<file path="src/rtl/branch_resolve.sv">
// branch_resolve: checks EX branch outcomes against the in-order queue of
// fetch-time predictions. On a mispredict it flushes the pipeline, redirects
// fetch and wipes the wrong-path predictions. It also trains the predictor on
// every resolve and keeps branch/mispredict performance counters.
module branch_resolve #(
    parameter int DEPTH = 4,
    parameter int CNT_W = 32
) (
    input  logic             clk,
    input  logic             rst,
    input  logic             f_valid,
    input  logic [31:0]      f_pc,
    input  logic             f_pred,
    input  logic [31:0]      f_target,
    output logic             f_ready,
    input  logic             e_valid,
    input  logic [31:0]      e_pc,
    input  logic             e_taken,
    input  logic [31:0]      e_target,
    output logic             flush,
    output logic [31:0]      redirect_pc,
    output logic             upd_valid,
    output logic             upd_taken,
    output logic [31:0]      upd_pc,
    output logic [CNT_W-1:0] branch_cnt,
    output logic [CNT_W-1:0] mispred_cnt,
    output logic             err
);

    localparam int PTR_W = (DEPTH > 1) ? $clog2(DEPTH) : 1;

    localparam logic [PTR_W-1:0] PTR_ZERO = {PTR_W{1'b0}};
    localparam logic [PTR_W-1:0] PTR_ONE  = PTR_W'(1);
    localparam logic [PTR_W:0]   CNT_ZERO = {(PTR_W+1){1'b0}};
    localparam logic [PTR_W:0]   CNT_ONE  = (PTR_W+1)'(1);
    localparam logic [PTR_W:0]   CNT_FULL = (PTR_W+1)'(DEPTH);
    localparam logic [CNT_W-1:0] PERF_ONE = CNT_W'(1);

    // Prediction queue storage, one slot per in-flight predicted branch
    logic [31:0]      pc_q_r  [DEPTH];
    logic [31:0]      tgt_q_r [DEPTH];
    logic [DEPTH-1:0] pred_q_r;

    logic [PTR_W-1:0] head_r;
    logic [PTR_W-1:0] tail_r;
    logic [PTR_W:0]   count_r;
    logic             full_r;

    logic             flush_r;
    logic [31:0]      redirect_pc_r;
    logic             upd_valid_r;
    logic             upd_taken_r;
    logic [31:0]      upd_pc_r;
    logic [CNT_W-1:0] branch_cnt_r;
    logic [CNT_W-1:0] mispred_cnt_r;
    logic             err_r;

    logic             accept_s;
    logic             empty_s;
    logic [31:0]      head_pc_s;
    logic             head_pred_s;
    logic [31:0]      head_tgt_s;
    logic             pc_mis_s;
    logic             mispred_s;
    logic             err_set_s;
    logic             kill_s;
    logic             push_s;
    logic             pop_s;
    logic [PTR_W:0]   count_nxt_s;
    logic [31:0]      redirect_nxt_s;

    // Compare the queue head against the EX outcome and decide on a mispredict
    always_comb begin
        accept_s    = e_valid & ~flush_r;
        empty_s     = (count_r == CNT_ZERO);
        head_pc_s   = pc_q_r[head_r];
        head_pred_s = pred_q_r[head_r];
        head_tgt_s  = tgt_q_r[head_r];
        pc_mis_s    = 1'b0;
        mispred_s   = 1'b0;
        err_set_s   = 1'b0;
        if (empty_s) begin
            // Nothing was predicted: behave as if predicted not-taken, flag the anomaly.
            mispred_s = e_taken;
            err_set_s = 1'b1;
        end else begin
            pc_mis_s  = (head_pc_s != e_pc);
            mispred_s = (head_pred_s != e_taken)
                      | (head_pred_s & e_taken & (head_tgt_s != e_target))
                      | pc_mis_s;
            err_set_s = pc_mis_s;
        end
        kill_s = accept_s & mispred_s;
    end

    // Queue handshake: push/pop qualification and the next occupancy
    always_comb begin
        push_s = f_valid & ~full_r & ~flush_r;
        pop_s  = accept_s & ~empty_s;
        count_nxt_s = count_r;
        if (kill_s) begin
            // Everything behind the mispredicted branch is wrong-path, including a same-cycle push.
            count_nxt_s = CNT_ZERO;
        end else begin
            case ({push_s, pop_s})
                2'b10:   count_nxt_s = count_r + CNT_ONE;
                2'b01:   count_nxt_s = count_r - CNT_ONE;
                2'b11:   count_nxt_s = count_r;
                2'b00:   count_nxt_s = count_r;
                default: count_nxt_s = count_r;
            endcase
        end
    end

    // Fetch PC after a mispredict: actual target, or fall-through with 32-bit wrap
    always_comb begin
        if (e_taken) begin
            redirect_nxt_s = e_target;
        end else begin
            redirect_nxt_s = e_pc + 32'd4;
        end
    end

    // Queue payload: written at the tail on every accepted push
    always_ff @(posedge clk or posedge rst) begin
        if (rst) begin
            for (int i = 0; i < DEPTH; i++) begin
                pc_q_r[i]  <= 32'd0;
                tgt_q_r[i] <= 32'd0;
            end
            pred_q_r <= {DEPTH{1'b0}};
        end else begin
            if (push_s && !kill_s) begin
                pc_q_r[tail_r]   <= f_pc;
                tgt_q_r[tail_r]  <= f_target;
                pred_q_r[tail_r] <= f_pred;
            end
        end
    end

    // Queue pointers, occupancy and the registered full flag behind f_ready
    always_ff @(posedge clk or posedge rst) begin
        if (rst) begin
            head_r  <= PTR_ZERO;
            tail_r  <= PTR_ZERO;
            count_r <= CNT_ZERO;
            full_r  <= 1'b0;
        end else begin
            if (kill_s) begin
                head_r <= PTR_ZERO;
                tail_r <= PTR_ZERO;
            end else begin
                if (push_s) begin
                    tail_r <= tail_r + PTR_ONE;
                end
                if (pop_s) begin
                    head_r <= head_r + PTR_ONE;
                end
            end
            count_r <= count_nxt_s;
            full_r  <= (count_nxt_s == CNT_FULL);
        end
    end

    // Resolve results: flush pulse, redirect PC and predictor training strobe
    always_ff @(posedge clk or posedge rst) begin
        if (rst) begin
            flush_r       <= 1'b0;
            redirect_pc_r <= 32'd0;
            upd_valid_r   <= 1'b0;
            upd_taken_r   <= 1'b0;
            upd_pc_r      <= 32'd0;
        end else begin
            flush_r     <= kill_s;
            upd_valid_r <= accept_s;
            if (accept_s) begin
                // Train on every resolve, including mispredicted ones.
                upd_taken_r <= e_taken;
                upd_pc_r    <= e_pc;
            end
            if (kill_s) begin
                redirect_pc_r <= redirect_nxt_s;
            end
        end
    end

    // Performance counters (wrapping) and the sticky error flag
    always_ff @(posedge clk or posedge rst) begin
        if (rst) begin
            branch_cnt_r  <= {CNT_W{1'b0}};
            mispred_cnt_r <= {CNT_W{1'b0}};
            err_r         <= 1'b0;
        end else begin
            if (accept_s) begin
                branch_cnt_r <= branch_cnt_r + PERF_ONE;
                if (err_set_s) begin
                    err_r <= 1'b1;
                end
            end
            if (kill_s) begin
                mispred_cnt_r <= mispred_cnt_r + PERF_ONE;
            end
        end
    end

    assign f_ready     = ~full_r;
    assign flush       = flush_r;
    assign redirect_pc = redirect_pc_r;
    assign upd_valid   = upd_valid_r;
    assign upd_taken   = upd_taken_r;
    assign upd_pc      = upd_pc_r;
    assign branch_cnt  = branch_cnt_r;
    assign mispred_cnt = mispred_cnt_r;
    assign err         = err_r;

endmodule

</file>
<file path="config.mk">
export PLATFORM = sky130hd
export DESIGN_NAME = branch_resolve
export DESIGN_NICKNAME = d
export VERILOG_FILES = /design/src/rtl/branch_resolve.sv
export SDC_FILE = /design/constraint.sdc
export NUM_CORES = 1
export LEC_CHECK = 0
export BUFFER_PORTS_ARGS = -buffer_cell sky130_fd_sc_hd__buf_2
export CAP_MARGIN = 10
export CORE_ASPECT_RATIO = 0.9
export CORE_MARGIN = 8
export CORE_UTILIZATION = 45
export CTS_BUF_LIST = sky130_fd_sc_hd__clkbuf_8
export DETAILED_ROUTE_END_ITERATION = 10
export MAX_ROUTING_LAYER = met4
export PLACE_DENSITY = 0.76
export SLEW_MARGIN = 5
export SYNTH_ARGS = -nofsm -noshare
export SYNTH_HDL_FRONTEND = slang
export SYNTH_SLANG_ARGS = --single-unit
</file>
<file path="constraint.sdc">
create_clock -name clk -period 17.5 [get_ports clk]
set_input_delay 4.375 -clock clk [delete_from_list [all_inputs] [get_ports clk]]
set_output_delay 4.375 -clock clk [all_outputs]
set_load 0.005 [all_outputs]
</file>
# [Yosys cells after proc, flatten, opt, wreduce, memory -nomap -nowiden]
# Cells that the tools add are included.
[totals] regBits=400 word_cells=89 output_inout_bits=133 in_bits=134
[op_classes] magnitude_cmp=6 reduce_logical=10 eq_ne=7 add_sub_neg=7 n_mux=24 bitwise=14
[ops] operator="bitwise mux 128 bit" count=2
[ops] operator="2-to-1 mux 32 bit" count=6
[ops] operator="binary-select mux 32 bit (select 2 bit)" count=2
[ops] operator="adder 32 x 1 -> 32 bit, second input constant" count=2
[ops] operator="demux 32 bit (select 2 bit)" count=1
[ops] operator="inequality test 32 bit" count=2
[ops] operator="adder 32 x 3 -> 32 bit, second input constant" count=1
[ops] operator="one-hot mux 3 bit (3 select lines)" count=1
[ops] operator="2-to-1 mux 2 bit" count=4
[ops] operator="AND 1 bit" count=7
[ops] operator="greater-or-equal comparator 3 bit, second input constant" count=2
[ops] operator="less-than comparator 2 x 3 -> 1 bit, second input constant" count=2
[ops] operator="inverter 2 -> 3 bit" count=2
[ops] operator="adder 2 x 1 -> 2 bit, second input constant" count=2
[ops] operator="bitwise mux 4 bit" count=1
[ops] operator="== test 2 bit, second input constant" count=2
[ops] operator="2-to-1 mux 1 bit" count=4
[ops] operator="nonzero test 2 bit" count=2
[ops] operator="adder 3 x 1 -> 3 bit, second input constant" count=1
[ops] operator="== test 3 bit, second input constant" count=1
[ops] operator="logical AND 1 bit" count=3
[ops] operator="logical NOT 3 bit" count=1
[ops] operator="less-than comparator 3 x 1 -> 1 bit, second input constant" count=1
[ops] operator="2-to-1 mux 3 bit" count=1
[ops] operator="12 further kinds" count=15

# [Depth between registers and ports, before layout]
[depth] word_depth=12 ltp_mapped=15 mapped_depth_nobuf=9

# [Worst setup path after synthesis]
# Ideal clock, no wire load.
[synth_timing] path_type="input-to-reg" startpoint="in e_pc[21]" endpoint="reg pc_q_r[0] (netlist name)" setup_ps=125 path_slack_ps=10871 stages=11 required_ps=17375 path_buffers=4 arrival_time_ps=6504 cell_sequence="clkbuf_1 -> a22o_1 -> o32a_1 -> nor4_1 -> nand4_1 -> a22oi_2 -> buf_4 -> nand3_2 -> buf_6 -> buf_6 -> mux2_4"
[synth_via] elab_chain_len=6
[synth_lines] element="start, declared" line_no="17" source="input logic [31:0] e_pc,"
[synth_lines] element="inequality test 32 bit" line_no="87" source="pc_mis_s = (head_pc_s != e_pc);"
[synth_lines] element="bitwise OR 1 bit" line_no="90" source="| pc_mis_s;"
[synth_lines] element="2-to-1 mux 1 bit" line_no="82" source="if (empty_s) begin"
[synth_lines] element="AND 1 bit" line_no="93" source="kill_s = accept_s & mispred_s;"
[synth_lines] element="logical NOT 1 bit" line_no="133" source="if (push_s && !kill_s) begin"
[synth_lines] element="logical AND 1 bit" line_no="133"
[synth_lines] element="end signal, assigned by index" line_no="134" source="pc_q_r[tail_r] <= f_pc;"
[synth_lines] element="end, declared" line_no="40" source="logic [31:0] pc_q_r [DEPTH];"
# No other way between the ends.
# A chain may end at the register's enable or synchronous reset.

# [Worst setup path in the final report]
[layout_timing] startpoint="in e_pc[8]" endpoint="reg tgt_q_r[63] (netlist name)"
[layout_via] elab_chain_len=6
[layout_lines] element="inequality test 32 bit" line_no="87"
[layout_lines] element="bitwise OR 1 bit" line_no="90"
[layout_lines] element="2-to-1 mux 1 bit" line_no="82"
[layout_lines] element="AND 1 bit" line_no="93"
[layout_lines] element="logical NOT 1 bit" line_no="133"
[layout_lines] element="logical AND 1 bit" line_no="133"
[layout_lines] element="end signal, assigned by index" line_no="135" source="tgt_q_r[tail_r] <= f_target;"
[layout_lines] element="end, declared" line_no="41" source="logic [31:0] tgt_q_r [DEPTH];"
# No other way between the ends.

==> results by group <==
Run status
  • Outcome: complete, no violations

Clocking
  • Cts bufs inserted: 68
  • Htree depth: 3
  • Worst skew pair latency: 620 ps
  • Hold_buf cts: 0
  • Setup Buffers After CTS: 0
  • Root buffer cell: clkbuf_8
  • CTS tree: built
  • Max clock buf depth: 3
  • CTS sink count: 400
  • Post-CTS sizing: 0
  • Reg clk slew, reported paths: ~70 ps

Logic synthesis
  • Most frequent cell after synthesis: dfrtp_1
  • Synth async-reset ratio: 1.00
  • Avg Inst Size Synth: approximately 14 um2
  • Main synth FF type: dfrtp_1
  • Sequential share of the synthesized area: 0.509
  • Top-area cell type share of the netlist area: 0.509
  • Area of the mapped netlist: slightly below 20000 um2
  • Most common library cells after synthesis: 400 x dfrtp_1, 200 x mux2_4, 156 x nand2_1
  • Post-Synthesis Cells: 1455
  • Synth warnings: 0
  • Syn Nets: ~1600
  • Cell taking the most area after synthesis: dfrtp_1
  • Synth area leaders: dfrtp_1 51%, mux2_4 15%, mux4_2 6.1%, mux2_2 4.4%, xnor2_1 4.0%
  • Synthesized flop and latch total: 400
  • Post-synth EDFFs: 0
  • Netlist cell types: 51

Timing
  • RSZ-0062 raised after global routing: no
  • Sum Neg Setup Slack: 0 ps
  • Fin crit period: slightly below 8000 ps
  • Final worst-path cycle share: 0.443
  • Final setup viols: 0
  • Worst-case hold slack: between 400 and 500 ps
  • Slew Limit Fails: 0
  • Slew @ Worst Pin: 1150 ps
  • Fin Clk Skew: about 29 ps
  • Worst slew margin: 0.235
  • Final Hold Viols: 0
  • Max Clk Rate: 129 MHz

Worst setup path
  • Worst setup path endpoint: tgt_q_r[63]
  • Setup CP Type: in2reg
  • Worst EP required: ~18000 ps
  • Worst reg-to-reg setup slack: 11470 ps
  • Worst setup path startpoint: e_pc[8]
  • Most used cell, CP: buf_4
  • WP buf/inv: 4
  • Crit Path Max Fanout: 83
  • CP startpoint kind: input pin
  • Reg2Reg Depth: 11
  • Critical Path, Cell by Cell: buf_2, inv_1, o22ai_1, o32a_1, nor4_1, nand4_1, a22oi_2, buf_4, nand3_4, buf_4, mux2_4
  • Worst flop-to-flop path startpoint: head_r[0]
  • Slowest-stage cell, CP: buf_4
  • Crit path arrival time: 8250 ps
  • Max incr delay on CP: 680 ps
  • Worst path depth: 11
  • Worst R2R End: tgt_q_r[63]
  • Worst setup EP type: flip-flop
  • Top delay family on crit path: buffers and inverters

Floorplanning
  • Core footprint: 43100 um2
  • Initial Utilization: 0.456
  • Die ar.: 50600 um2
  • # IOs: between 200 and 300
  • Die H: 214 um
  • Die Width: 236 um
  • Row count: 72

Route
  • Residual DRC: 0
  • Vias: ~13000
  • Initial DRC Count: about 1100
  • ANT nets after route: 0
  • Vias per inst: 5.54
  • WL final: 57200 um
  • Detailed Routing Iterations Pass 1: 7
  • Routed len/inst: 24.3 um

Global routing
  • First-pass GRT wire length: between 80000 and 90000 um
  • Largest net degree at the start of global routing: 121
  • Initial antenna violation count: 20
  • Vias in the first global route: between 10000 and 15000
  • Gr usage total: 0.229
  • Grt ovf: 0

Power
  • Pleak: 11.1 nW
  • Clock power share: 0.218
  • Sw Ratio: 0.333
  • Max VDD drop: 0.0712 mV
  • Power per cell area: between 150 and 200 nW/um2
  • Pwr Total: approximately 4.0 mW
  • P_sw: 1.33 mW
  • Internal: 2.66 mW
  • Combinational share of power: 0.385
  • Sequential fraction of design power: 0.397

Finish
  • Fin area: about 23000 um2
  • Final non-filler cell total: 2354
  • Share of layout cells above drive strength 1: 0.404
  • Area occupied by multi-input gates: 9060 um2
  • Register area: around 10000 um2
  • Nets@finish: 1871
  • P&R area growth vs syn: 15.8%
  • Fill cells: between 3000 and 4000

Placement
  • Placer Congestion: 0.925
  • Hpwl dp: 41200 um
  • Port Buffers: around 270
  • Cell Area, Placed: 21300 um2
  • DP Cell Count: around 2200

Hold path
  • Worst Hold Class: reg2reg

Flow run
  • Max Cap Viol: 0
area by class of cell:
cell class | count | share of cell area
sequential | 400 | 0.440
multi-input combinational | 956 | 0.398
timing repair buffer | 279 | 0.0628
clock buffer | 92 | 0.0556
tap | 555 | 0.0305
clock inverter | 31 | 0.00715
inverter | 22 | 0.00396
antenna | 19 | 0.00209
cells in the final DEF, fill, tap and decap left out, types with 4 or more instances in the layout:
cell type / netlist / layout
nor3_1: 18 / 18
nand3_4: 0 / 4
a21oi_1: 19 / 19
nand2_1: 156 / 156
nor4_1: 14 / 14
mux2i_1: 37 / 37
and3_1: 21 / 21
nor4b_1: 4 / 4
o22ai_1: 5 / 5
clkbuf_8: 0 / 92
nand3_1: 35 / 35
and2_1: 4 / 4
clkinvlp_4: 0 / 4
xor2_1: 59 / 59
mux2_4: 200 / 200
inv_1: 21 / 45
buf_4: 1 / 13
mux4_2: 53 / 53
o21ai_0: 42 / 42
buf_2: 22 / 266
o221ai_1: 4 / 4
ha_1: 9 / 9
mux2_2: 77 / 77
nor2_1: 43 / 43
and4_1: 6 / 6
xnor2_1: 90 / 90
diode_2: 0 / 19
nand4_1: 26 / 26
dfrtp_1: 400 / 398
registers in the layout (all words and copies together) (netlist names):
signal and cells:
pc_q_r 128, tail_r 2, upd_valid 1, redirect_pc 32
tgt_q_r 128, err 1, branch_cnt 32, count_r 3
pred_q_r 4, head_r 2, upd_taken 1, upd_pc 32
full_r 1, mispred_cnt 32, flush 1
worst reg2reg max path, stage by stage, from the launching register on:
cell and delay [ps]:
dfrtp_4 770, buf_4 810, mux4_2 720, xnor2_1 190
nand4_1 120, nor4_1 430, nand4_1 240, a22oi_2 200
buf_4 680, nand3_4 670, buf_4 560, mux2_4 550
routing by layer:
| metal | GRT usage | wire (um) | part of all wire | vias up |
|---|---|---|---|---|
| met5 | - | 0 | 0 | - |
| li1 | - | - | - | 5733 |
| met4 | 0.0764 | 1710 | 0.030 | 0 |
| met1 | 0.286 | 24100 | 0.42 | 6655 |
| met3 | 0.0868 | 5610 | 0.098 | 97 |
| met2 | 0.343 | 25800 | 0.45 | 551 |
power by group through the flow:
stage / Sequential (mW) / Combinational (mW) / Clock [mW]
floorplan: 1.49 / 1.18 / 0
global placement: 1.56 / 1.49 / 0
detailed placement: 1.59 / 1.53 / 0
CTS: 1.58 / 1.54 / 0.889
global route: 1.63 / 1.64 / 0.933
finish: 1.58 / 1.54 / 0.869
logic make-up (layout without fill, tap and decap cells):
group           count (synthesis)  in the layout  synth area share
compound gates                 86             86            0.0260
xor+xnor                      149            149            0.0664
fa+ha+maj                      10             10           0.00675
buf+inv                        99            424            0.0316
flops                         400            400             0.509
mux                           368            368             0.277
other cells                     0             19                 0
simple gates                  343            343            0.0827
metrics by stage:
| stage | util | setup slack (ps) |
|---|---|---|
| floorplan | - | 2000 |
| CTS | 0.528 | 9850 |
| finish | 0.529 | 9740 |
| detailed placement | 0.494 | 9170 |
| global route | 0.529 | 9610 |
| global placement | 0.494 | 9200 |
how the worst min path moves through the flow:
stage	start	end	slack, ps	depth (start not counted)
2_1_floorplan	err	err	450	1
3_3_place_gp	err	err	440	1
3_5_place_dp	upd_pc[4]	upd_pc[4]	460	2
4_1_cts	mispred_cnt[31]	mispred_cnt[31]	470	1
5_1_grt	err	err	490	1
6_report	upd_pc[4]	upd_pc[4]	470	2
(Power assumes the default switching activity.)
